==> src/rtl/packet_loader_mc.sv <==
// ---------------------------------------------------------------------------
// packet_loader_mc
// Pipelined packet loader. Each request {tag, addr} becomes a memory read at
// OPADDR + addr, with up to DEPTH requests in flight. In-order read data is
// paired with its tag and routed by opcode to one of N_CH consumers. Packets
// whose opcode matches no channel are dropped and counted, and never stall
// the pipe.
//
// Ports
//   CLK, RST             clock; synchronous active-high reset
//   OPADDR               base address added to every request address
//   RECEIVE_PR_*         request channel {tag, addr}, registered READY
//   MEM_SEND_ADDR_*      read address channel (write data tied off)
//   MEM_SEND_DATA_*      unused write channel, tied to 0
//   MEM_RECEIVE_*        read data, returned in request order, READY tied 1
//   SEND_PC_*            per-channel valid/ready, shared {tag, word} data
//   DROP_COUNT           saturating count of unroutable packets
//   ERR                  sticky: read data arrived with no pending tag
//   BUSY                 at least one request in flight
// ---------------------------------------------------------------------------
module packet_loader_mc #(
   parameter int ADDR_W  = 32,
   parameter int DATA_W  = 32,
   parameter int AFLD_W  = 16,
   parameter int TAG_W   = 16,
   parameter int DEPTH   = 4,
   parameter int N_CH    = 3,
   parameter int OPC_LSB = 28,
   parameter int OPC_W   = 4,
   parameter logic [N_CH*OPC_W-1:0] CH_OPCODES = {4'd2, 4'd1, 4'd0}
) (
   input  logic                      CLK,
   input  logic                      RST,
   input  logic [ADDR_W-1:0]         OPADDR,
   input  logic                      RECEIVE_PR_VALID,
   input  logic [AFLD_W+TAG_W-1:0]   RECEIVE_PR_DATA,
   output logic                      RECEIVE_PR_READY,
   output logic                      MEM_SEND_ADDR_VALID,
   output logic [ADDR_W-1:0]         MEM_SEND_ADDR,
   input  logic                      MEM_SEND_READY,
   output logic                      MEM_SEND_DATA_VALID,
   output logic [DATA_W-1:0]         MEM_SEND_DATA,
   input  logic                      MEM_RECEIVE_VALID,
   input  logic [DATA_W-1:0]         MEM_RECEIVE_DATA,
   output logic                      MEM_RECEIVE_READY,
   output logic [N_CH-1:0]           SEND_PC_VALID,
   output logic [TAG_W+DATA_W-1:0]   SEND_PC_DATA,
   input  logic [N_CH-1:0]           SEND_PC_READY,
   output logic [15:0]               DROP_COUNT,
   output logic                      ERR,
   output logic                      BUSY
);

   localparam int PTR_W = $clog2(DEPTH);
   localparam int CNT_W = $clog2(DEPTH + 1);
   localparam int PC_W  = TAG_W + DATA_W;
   localparam logic [CNT_W-1:0] DEPTH_C = CNT_W'(DEPTH);

   logic [CNT_W-1:0]  inflight, inflight_nxt;
   logic              pr_ready, pr_ready_nxt;
   logic              addr_valid, addr_valid_nxt;
   logic [ADDR_W-1:0] addr_q;
   logic [15:0]       drop_cnt;
   logic              err_q;

   // Tag FIFO: tags of accepted requests still waiting for read data.
   logic [TAG_W-1:0]  tag_mem [DEPTH];
   logic [PTR_W-1:0]  tag_wr, tag_rd;
   logic [CNT_W-1:0]  tag_cnt;

   // Result FIFO: {tag, word} pairs waiting to be routed; its head is the
   // output stage.
   logic [PC_W-1:0]   res_mem [DEPTH];
   logic [PTR_W-1:0]  res_wr, res_rd;
   logic [CNT_W-1:0]  res_cnt;

   logic              accept, rsp_ok, pc_fire, drop, pop, hit, head_valid;
   logic [PC_W-1:0]   head;
   logic [OPC_W-1:0]  head_opc;
   logic [N_CH-1:0]   pc_valid;

   assign accept     = RECEIVE_PR_VALID && pr_ready;
   assign rsp_ok     = MEM_RECEIVE_VALID && (tag_cnt != '0);
   assign head       = res_mem[res_rd];
   assign head_valid = (res_cnt != '0);
   assign head_opc   = head[OPC_LSB +: OPC_W];

   // Lowest-numbered matching channel wins.
   always_comb begin
      // NOTE: every combinational output gets a default first, so no path
      // leaves it unassigned and no latch is inferred.
      pc_valid = '0;
      hit      = 1'b0;
      for (int i = 0; i < N_CH; i++) begin
         if (!hit && head_opc == CH_OPCODES[i*OPC_W +: OPC_W]) begin
            pc_valid[i] = head_valid;
            hit         = 1'b1;
         end
      end
   end

   assign pc_fire = |(pc_valid & SEND_PC_READY);
   assign drop    = head_valid && !hit;
   assign pop     = pc_fire || drop;

   always_comb begin
      inflight_nxt = inflight;
      if (accept && !pop)      inflight_nxt = inflight + CNT_W'(1);
      else if (!accept && pop) inflight_nxt = inflight - CNT_W'(1);
   end

   assign addr_valid_nxt = accept || (addr_valid && !MEM_SEND_READY);

   // READY is registered, so it cannot see next cycle's MEM_SEND_READY. When
   // the address register will still be occupied, a new request is offered
   // only if memory is accepting this cycle; this keeps one-per-cycle issue
   // and relies on memory not withdrawing READY behind such a grant.
   assign pr_ready_nxt = (inflight_nxt < DEPTH_C) &&
                         (!addr_valid_nxt || MEM_SEND_READY);

   always_ff @(posedge CLK) begin
      // NOTE: sequential state uses non-blocking assignments only, so every
      // register samples the pre-edge values regardless of statement order.
      if (RST) begin
         inflight   <= '0;
         pr_ready   <= 1'b0;
         addr_valid <= 1'b0;
         addr_q     <= '0;
         tag_wr     <= '0;
         tag_rd     <= '0;
         tag_cnt    <= '0;
         res_wr     <= '0;
         res_rd     <= '0;
         res_cnt    <= '0;
         drop_cnt   <= '0;
         err_q      <= 1'b0;
      end else begin
         inflight   <= inflight_nxt;
         pr_ready   <= pr_ready_nxt;
         addr_valid <= addr_valid_nxt;
         if (accept)
            addr_q <= OPADDR + ADDR_W'(RECEIVE_PR_DATA[AFLD_W-1:0]);

         if (accept) tag_wr <= tag_wr + PTR_W'(1);
         if (rsp_ok) tag_rd <= tag_rd + PTR_W'(1);
         if (accept && !rsp_ok)      tag_cnt <= tag_cnt + CNT_W'(1);
         else if (!accept && rsp_ok) tag_cnt <= tag_cnt - CNT_W'(1);

         if (rsp_ok) res_wr <= res_wr + PTR_W'(1);
         if (pop)    res_rd <= res_rd + PTR_W'(1);
         if (rsp_ok && !pop)      res_cnt <= res_cnt + CNT_W'(1);
         else if (!rsp_ok && pop) res_cnt <= res_cnt - CNT_W'(1);

         // Orphan read data is discarded; only the sticky flag records it.
         if (MEM_RECEIVE_VALID && tag_cnt == '0) err_q <= 1'b1;

         if (drop && drop_cnt != 16'hFFFF) drop_cnt <= drop_cnt + 16'd1;
      end
   end

   // NOTE: FIFO storage is not reset; the cleared counts and pointers make
   // stale entries unreachable, so clearing the array would only add logic.
   always_ff @(posedge CLK) begin
      if (accept) tag_mem[tag_wr] <= RECEIVE_PR_DATA[AFLD_W +: TAG_W];
      if (rsp_ok) res_mem[res_wr] <= {tag_mem[tag_rd], MEM_RECEIVE_DATA};
   end

   assign RECEIVE_PR_READY    = pr_ready;
   assign MEM_SEND_ADDR_VALID = addr_valid;
   assign MEM_SEND_ADDR       = addr_q;
   assign MEM_SEND_DATA_VALID = 1'b0;
   assign MEM_SEND_DATA       = '0;
   assign MEM_RECEIVE_READY   = 1'b1;
   assign SEND_PC_VALID       = pc_valid;
   assign SEND_PC_DATA        = head;
   assign DROP_COUNT          = drop_cnt;
   assign ERR                 = err_q;
   assign BUSY                = (inflight != '0);

endmodule

==> config.mk <==
export PLATFORM = sky130hd
export DESIGN_NAME = packet_loader_mc
export DESIGN_NICKNAME = d
export VERILOG_FILES = /design/src/rtl/packet_loader_mc.sv
export SDC_FILE = /design/constraint.sdc
export NUM_CORES = 1
export LEC_CHECK = 0
export CORE_MARGIN = 10
export CORE_UTILIZATION = 57
export DETAILED_ROUTE_END_ITERATION = 10
export PLACE_DENSITY = 0.91
export RECOVER_POWER = 100
export SETUP_SLACK_MARGIN = 0.5
export SKIP_CTS_REPAIR_TIMING = 1
export SLEW_MARGIN = 15
export SYNTH_ARGS = -nofsm -noshare
export SYNTH_HDL_FRONTEND = slang
export SYNTH_SLANG_ARGS = --single-unit
export TNS_END_PERCENT = 5
==> constraint.sdc <==
create_clock -name CLK -period 6.1 [get_ports CLK]
set_input_delay 1.83 -clock CLK [delete_from_list [all_inputs] [get_ports CLK]]
set_output_delay 1.83 -clock CLK [all_outputs]
set_load 0.02 [all_outputs]
==> summary.txt, run 1 <==
Drt
  • Residual DRC: 0
  • Vias per inst: 5.66
  • Post-Route WL: 29.9 mm
  • TritonRoute pass-1 iters: 5
  • DRT antenna net count: 0
  • Initial DRC count: 661
  • Via count: 8052
  • Routed wire per std cell: 21.0 um

Synth
  • Area of the mapped netlist: 0.0136 sq mm
  • Async set-reset flop share out of synthesis: 0
  • Post-synthesis simple-gate area fraction: 0.0700
  • XOR/XNOR Fraction of Synth Area: 0.0251
  • Mean Syn Cell Area: 15.8 sq um
  • Synth Instances: 860
  • Post-synth EDFFs: 256
  • Mux cell area share after synthesis: 0.113
  • Synth Area in Compound Gates: 0.0550
  • Seq/Total Area, Yosys: 0.670
  • Most used DFF post-synth: edfxtp_1
  • Number of library cell types mapped by synthesis: 56
  • Largest family of logic cells by synthesized area: multiplexers
  • Yosys Warn Count: 0
  • Synth Register Bits: 328
  • Synth Area in Adders: 0.0338

Finish
  • Area grow syn2layout: 24.0%
  • NumNets Final: 1213
  • Final instance area: 0.0169 sq mm
  • Layout cell share with drive strength beyond 1: 0.118
  • Final core occ: 0.720
  • Final non-filler cell total: 1423

Setup path
  • Largest stage delay on the critical path: 0.87 ns
  • Worst path slowest cell: clkbuf_2
  • CP Launch Type: register
  • WP data arrival: 3.40 ns
  • R2R cell count: 5
  • CP required: 4.27 ns
  • Worst-path fanout max: 27
  • Crit path cell chain: clkbuf_2 -> mux4_2 -> dlygate4sd3_1
  • Critical Path Sink Type: output port
  • Critical path type: reg2out

Clock tree
  • Worst skew pair latency: 0.55 ns
  • Clock sink total: 328
  • CTS tree: built
  • CTS clk-pin slew, worst paths: 0.06 ns
  • H-tree depth: 1
  • Clk buf depth: 3
  • Clock tree root driver cell: clkbuf_16
  • CTS Buf Count: 31

Die
  • Die ar.: 0.0305 sq mm
  • Core Region: 0.0235 sq mm
  • Std cell rows: 56
  • Initial Util: 0.580
  • Chip width: 175 um
  • I/O Pins: 241
  • Die height: 175 um

STA
  • Final Hold Fails: 0
  • Hold WS: 0.450 ns
  • Final setup vio count: 0
  • Slew @ Worst Pin: 2.61 ns
  • Fin Setup TNS: 0 ns
  • Crit share post-route: 0.858
  • Final Slew Violations: 148
  • Min Tclk post-route: 5.23 ns
  • Fmax: 0.191 GHz
  • Slew margin rel.: -0.742
  • Unrepaired setup endpoints after global routing: no
  • Worst clock skew: 0.0154 ns

Global route
  • Initial antenna violation count: 8
  • Global-route wire length before repair: 47.1 mm
  • Vias in the first global route: 8500
  • Largest net degree at the start of global routing: 61
  • GRT Overall Usage: 0.192
  • Overflow after GRT: 0

Place
  • I/O Buffers: 206
  • HPWL Detailed: 19.8 mm
  • Placer Congestion: 0.907
  • Cell Area, Placed: 0.0159 sq mm
  • Inst Count DP: 1360

Worst hold path
  • Hold-critical path depth: 2
  • Hold Crit Class: reg2reg

Pwr
  • Max VDD drop: 0.000209 V
  • Leakage power: 5.88 nW
  • Power Density: 411 mW/mm^2

Job
  • Max-cap viol count: 4

Outcome
  • Status: complete, but fails checks
  • Failing checks: max-capacitance violations, max-slew violations
worst paths after layout:
| check | slack, ns | startpoint | to |
|---|---|---|---|
| hold / removal | 0.45 | MEM_SEND_ADDR[4] | MEM_SEND_ADDR[4] |
| hold reg to reg | 0.45 | MEM_SEND_ADDR[4] | MEM_SEND_ADDR[4] |
| setup / recovery | 0.87 | register | SEND_PC_DATA[21] |
| setup reg to reg | 2.33 | tag_cnt[0] | res_mem[1][13] |
area by class of cell:
cell class / count / area [sq um]
Clock buffer: 47 / 897
Timing Repair Buffer: 216 / 2110
Sequential cell: 328 / 9130
Tap cell: 319 / 399
Fill cell: 1445 / 6580
Multi-Input combinational cell: 481 / 4160
Antenna cell: 5 / 12.5
Inverter: 16 / 60.1
Clock inverter: 11 / 124
critical path, delay by kind of cell, from the launching register on:
family,cells,cell delay (ns)
buffers and inverters,2,1.55
muxes,1,0.65
DFF,1,0.65
per-layer routing:
metal / vias to the layer above / share of wire / global-route usage
met4: 6 / 0.018 / 0.0519
met2: 357 / 0.49 / 0.315
met1: 3953 / 0.40 / 0.245
met3: 45 / 0.087 / 0.0550
met5: - / 0.0014 / 0
li1: 3691 / - / -
registers in the layout, summed over array words and instances (netlist names), named ones only:
name / cells
RECEIVE_PR_READY: 1
tag_wr: 2
MEM_SEND_ADDR_VALID: 1
res_cnt: 3
ERR: 1
tag_cnt: 3
inflight: 3
tag_mem: 64
res_mem: 192
DROP_COUNT: 16
res_rd: 2
MEM_SEND_ADDR: 32
tag_rd: 2
res_wr: 2
logic make-up after synthesis:
family	after synthesis
flip-flops	328
other	2
AO/OA/AOI/OAI	107
buffers and inverters	83
AND/OR/NAND/NOR	195
adder cells (fa/ha/maj)	35
XOR/XNOR	39
multiplexers	71
cell usage after synthesis, types with 8 or more instances:
cell | instances | share of area
nor3_1 | 11 | 0.0040
xor2_1 | 18 | 0.012
buf_4 | 34 | 0.019
clkbuf_1 | 20 | 0.0055
nor2_1 | 62 | 0.017
buf_1 | 8 | 0.0022
a211oi_1 | 13 | 0.0072
inv_1 | 15 | 0.0041
nor2b_1 | 11 | 0.0051
edfxtp_1 | 256 | 0.56
nand2_1 | 49 | 0.014
a21oi_1 | 31 | 0.011
mux4_2 | 66 | 0.11
and3_1 | 12 | 0.0055
ha_1 | 32 | 0.029
nand3_1 | 10 | 0.0037
a21o_1 | 8 | 0.0044
dfxtp_1 | 72 | 0.11
xnor2_1 | 21 | 0.014
stage by stage:
step                total power, W  setup slack (ns)
floorplan                  0.00433              2.10
global placement           0.00511              1.35
detailed placement         0.00519              1.26
CTS                        0.00711              1.23
global route               0.00728             0.598
finish                     0.00695             0.865
report_power, final:
part / internal [W] / total (W) / switching (W)
sequential: 0.00277 / 0.00296 / 0.000189
combinational: 0.000946 / 0.00209 / 0.00115
clock: 0.00110 / 0.00189 / 0.000789
total: 0.00482 / 0.00695 / 0.00213
placed cells by master, fill, tap and decap left out, types with 6 or more instances in the layout:
cell type          n
nand4_1            6
ha_1              32
nor2b_1           11
xnor2_1           21
mux4_2            66
a21oi_1           31
nand3_1           10
a211oi_1          13
nand2_1           49
a311oi_1           7
clkbuf_1          15
and4_1             7
dfxtp_1           70
o21ai_0           10
nor2_1            62
o31ai_1            7
clkbuf_16         32
dlygate4sd3_1    152
and3_1            12
conb_1            34
nor3_1            11
clkdlybuf4s50_1   53
or3_1              6
a21o_1             8
inv_1             15
xor2_1            18
edfxtp_1         256
Power figures use the tool's default switching activity.
==> inputs of run 2 (changes only) <==
--- a/config.mk
+++ b/config.mk
@@ -10,7 +10,6 @@
 export DETAILED_ROUTE_END_ITERATION = 10
 export PLACE_DENSITY = 0.91
 export RECOVER_POWER = 100
-export SETUP_SLACK_MARGIN = 0.5
 export SKIP_CTS_REPAIR_TIMING = 1
 export SLEW_MARGIN = 15
 export SYNTH_ARGS = -nofsm -noshare
==> constraint.sdc (replaced) <==
create_clock -name CLK -period 6.2 [get_ports CLK]
set_input_delay 1.86 -clock CLK [delete_from_list [all_inputs] [get_ports CLK]]
set_output_delay 1.86 -clock CLK [all_outputs]
set_load 0.02 [all_outputs]
==> summary.txt, run 2 (synthesis gave the netlist of run 1 again) <==
Outcome
  • Status: complete, but fails checks
  • Failing checks: max-capacitance violations, max-slew violations

Global route
  • Vias in the first global route: 8432 (-0.80%)
  • Largest net degree at the start of global routing: 61 (unchanged)
  • GRT Overall Usage: 0.192 (+0.000307)
  • Overflow after GRT: 0 (unchanged)
  • Global-route wire length before repair: 46.6 mm (-1.0%)
  • Initial antenna violation count: 7 (-1)

Worst hold path
  • Hold Path Sink: MEM_SEND_ADDR[4]
  • Hold Crit Class: reg2reg
  • Hold-critical path depth: 2 (unchanged)
  • Hold Startpoint: MEM_SEND_ADDR[4]

STA
  • Final setup vio count: 0 (unchanged)
  • Final Slew Violations: 179 (+21%)
  • Slew margin rel.: -0.740 (+0.00153)
  • Setup ws final: 0.971 ns (+0.105 ns)
  • Final Hold Fails: 0 (unchanged)
  • Slew @ Worst Pin: 2.61 ns (-0.00230 ns)
  • Fin Setup TNS: 0 ns (unchanged)
  • Hold WS: 0.449 ns (-0.000905 ns)
  • Unrepaired setup endpoints after global routing: no
  • Crit share post-route: 0.843
  • Min Tclk post-route: 5.23 ns
  • Fmax: 0.191 GHz
  • Worst clock skew: 0.0143 ns (-0.00118 ns)

Finish
  • Filler instances: 1455 (+0.69%)
  • Largest register FFs: 192 (unchanged)
  • Final core occ: 0.723 (+0.00288)
  • NumNets Final: 1215 (+0.16%)
  • Commonest cells after routing, fill and taps aside: 256 x edfxtp_1, 151 x dlygate4sd3_1, 70 x dfxtp_1, 66 x mux4_2, 62 x nor2_1
  • Register bank with the most flops: res_mem
  • Final instance area: 0.0170 sq mm (+0.40%)
  • Layout cell share with drive strength beyond 1: 0.116 (-0.00214)
  • Area grow syn2layout: 24.5%
  • Most common cell after layout, fill and taps aside: edfxtp_1

Drt
  • Initial DRC count: 586 (-11%)
  • Top layer in use: met5
  • Residual DRC: 0 (unchanged)
  • Met2 WL: 14.4 mm (-2.3%)
  • DRT antenna net count: 0 (unchanged)
  • Via count: 8032 (-0.25%)
  • Vias per inst: 5.63 (-0.46%)
  • Post-Route WL: 29.6 mm (-1.0%)
  • Routed wire per std cell: 20.7 um (-1.2%)
  • M1 wire length: 11.9 mm (+0.12%)
  • Met3 Routed Length: 2.74 mm (+5.3%)
  • TritonRoute pass-1 iters: 5 (unchanged)

Setup path
  • R2R Path End: res_cnt[2]
  • R2R cell count: 11 (+6)
  • Critical path type: in2reg
  • Worst-path fanout max: 31 (+15%)
  • CP Launch Type: input port
  • CP required: 6.36 ns (+2.09 ns)
  • WP data arrival: 5.39 ns (+1.99 ns)
  • Flop-to-flop setup slack: 2.45 ns (+0.12 ns)
  • Critical Path Sink Type: register

Die
  • Core Region: 0.0235 sq mm (unchanged)
  • Std cell rows: 56 (unchanged)
  • Chip width: 175 um (unchanged)
  • Initial Util: 0.580 (unchanged)
  • I/O Pins: 241 (unchanged)
  • Die height: 175 um (unchanged)
  • Die ar.: 0.0305 sq mm (unchanged)

Clock tree
  • CTS tree: built
  • Worst skew pair latency: 0.50 ns (-0.05 ns)
  • Clk buf depth: 3 (unchanged)
  • CTS clk-pin slew, worst paths: 0.06 ns (about the same)
  • CTS Buf Count: 34 (+9.7%)
  • H-tree depth: 2 (+1)
  • Clock tree root driver cell: clkbuf_16
  • Clock sink total: 328 (unchanged)

Pwr
  • Max VDD drop: 0.000227 V (+8.5%)
  • Leakage power: 5.92 nW (+0.65%)
  • Power Density: 408 mW/mm^2 (-0.71%)

Place
  • Cell Area, Placed: 0.0159 sq mm (about the same)
  • I/O Buffers: 206 (unchanged)
  • Place WS: 1.38 ns (+0.124 ns)
  • Placer Congestion: 0.900 (-0.76%)
  • HPWL Detailed: 19.7 mm (-0.40%)

Job
  • Max-cap viol count: 5 (+1)
[run 2: cell count changes in the layout (fill, tap and decap cells not counted), sizes merged]
cell           previous run  this run
clkdlybuf4s50            53        54
inv                      18        17
clkbuf                   55        54
clkinv                    5         9
clkinvlp                  2         1
dlygate4sd3             152       151
buf                       3         5
[run 2: cell type report]
class | count | area, sq um | area share
diodes | 5 | 12.5 | 0.000738
repair buffers | 215 | 2110 | 0.125
clock buffers | 49 | 971 | 0.0572
multi-input cells | 481 | 4150 | 0.245
well taps | 319 | 399 | 0.0235
clock inverters | 13 | 121 | 0.00716
inverters | 16 | 60.1 | 0.00354
flip-flops and latches | 328 | 9130 | 0.539
[run 2: critical path, cell delays in order]
cell and delay (ns):
dlygate4sd3_1 0.56, nor2b_1 0.64, and2_0 1.78, buf_4 0.52
[run 2: routing by layer]
metal	GRT usage	vias up
met4	0.0427	4
met1	0.243	3944
met2	0.315	342
met3	0.0657	47
met5	0	-
li1	-	3695
[run 2: how the worst max path moves through the flow]
stage                      start  depth (start not counted)                end
2_1_floorplan          OPADDR[0]                         10  MEM_SEND_ADDR[18]
3_5_place_dp           OPADDR[0]                         11  MEM_SEND_ADDR[18]
5_1_grt        MEM_RECEIVE_VALID                          4     res_mem[3][34]
4_1_cts                 register                          3   SEND_PC_DATA[22]
6_report       MEM_RECEIVE_VALID                          4     res_mem[3][24]
3_3_place_gp           OPADDR[0]                         11  MEM_SEND_ADDR[24]
[run 2: per-stage QoR]
| stage | total power (W) | std cells |
|---|---|---|
| 2_1_floorplan | 0.00426 | 892 |
| 3_3_place_gp | 0.00503 | 1359 |
| 3_5_place_dp | 0.00510 | 1359 |
| 4_1_cts | 0.00708 | 1421 |
| 5_1_grt | 0.00727 | 1422 |
| 6_report | 0.00693 | 1426 |
[run 2: where the power goes]
part           leakage (nW)  switching (W)  internal [W]
registers              2.91       0.000183       0.00273
clock network         0.528       0.000786       0.00118
logic                  2.48        0.00112      0.000929
total                  5.92        0.00209       0.00484
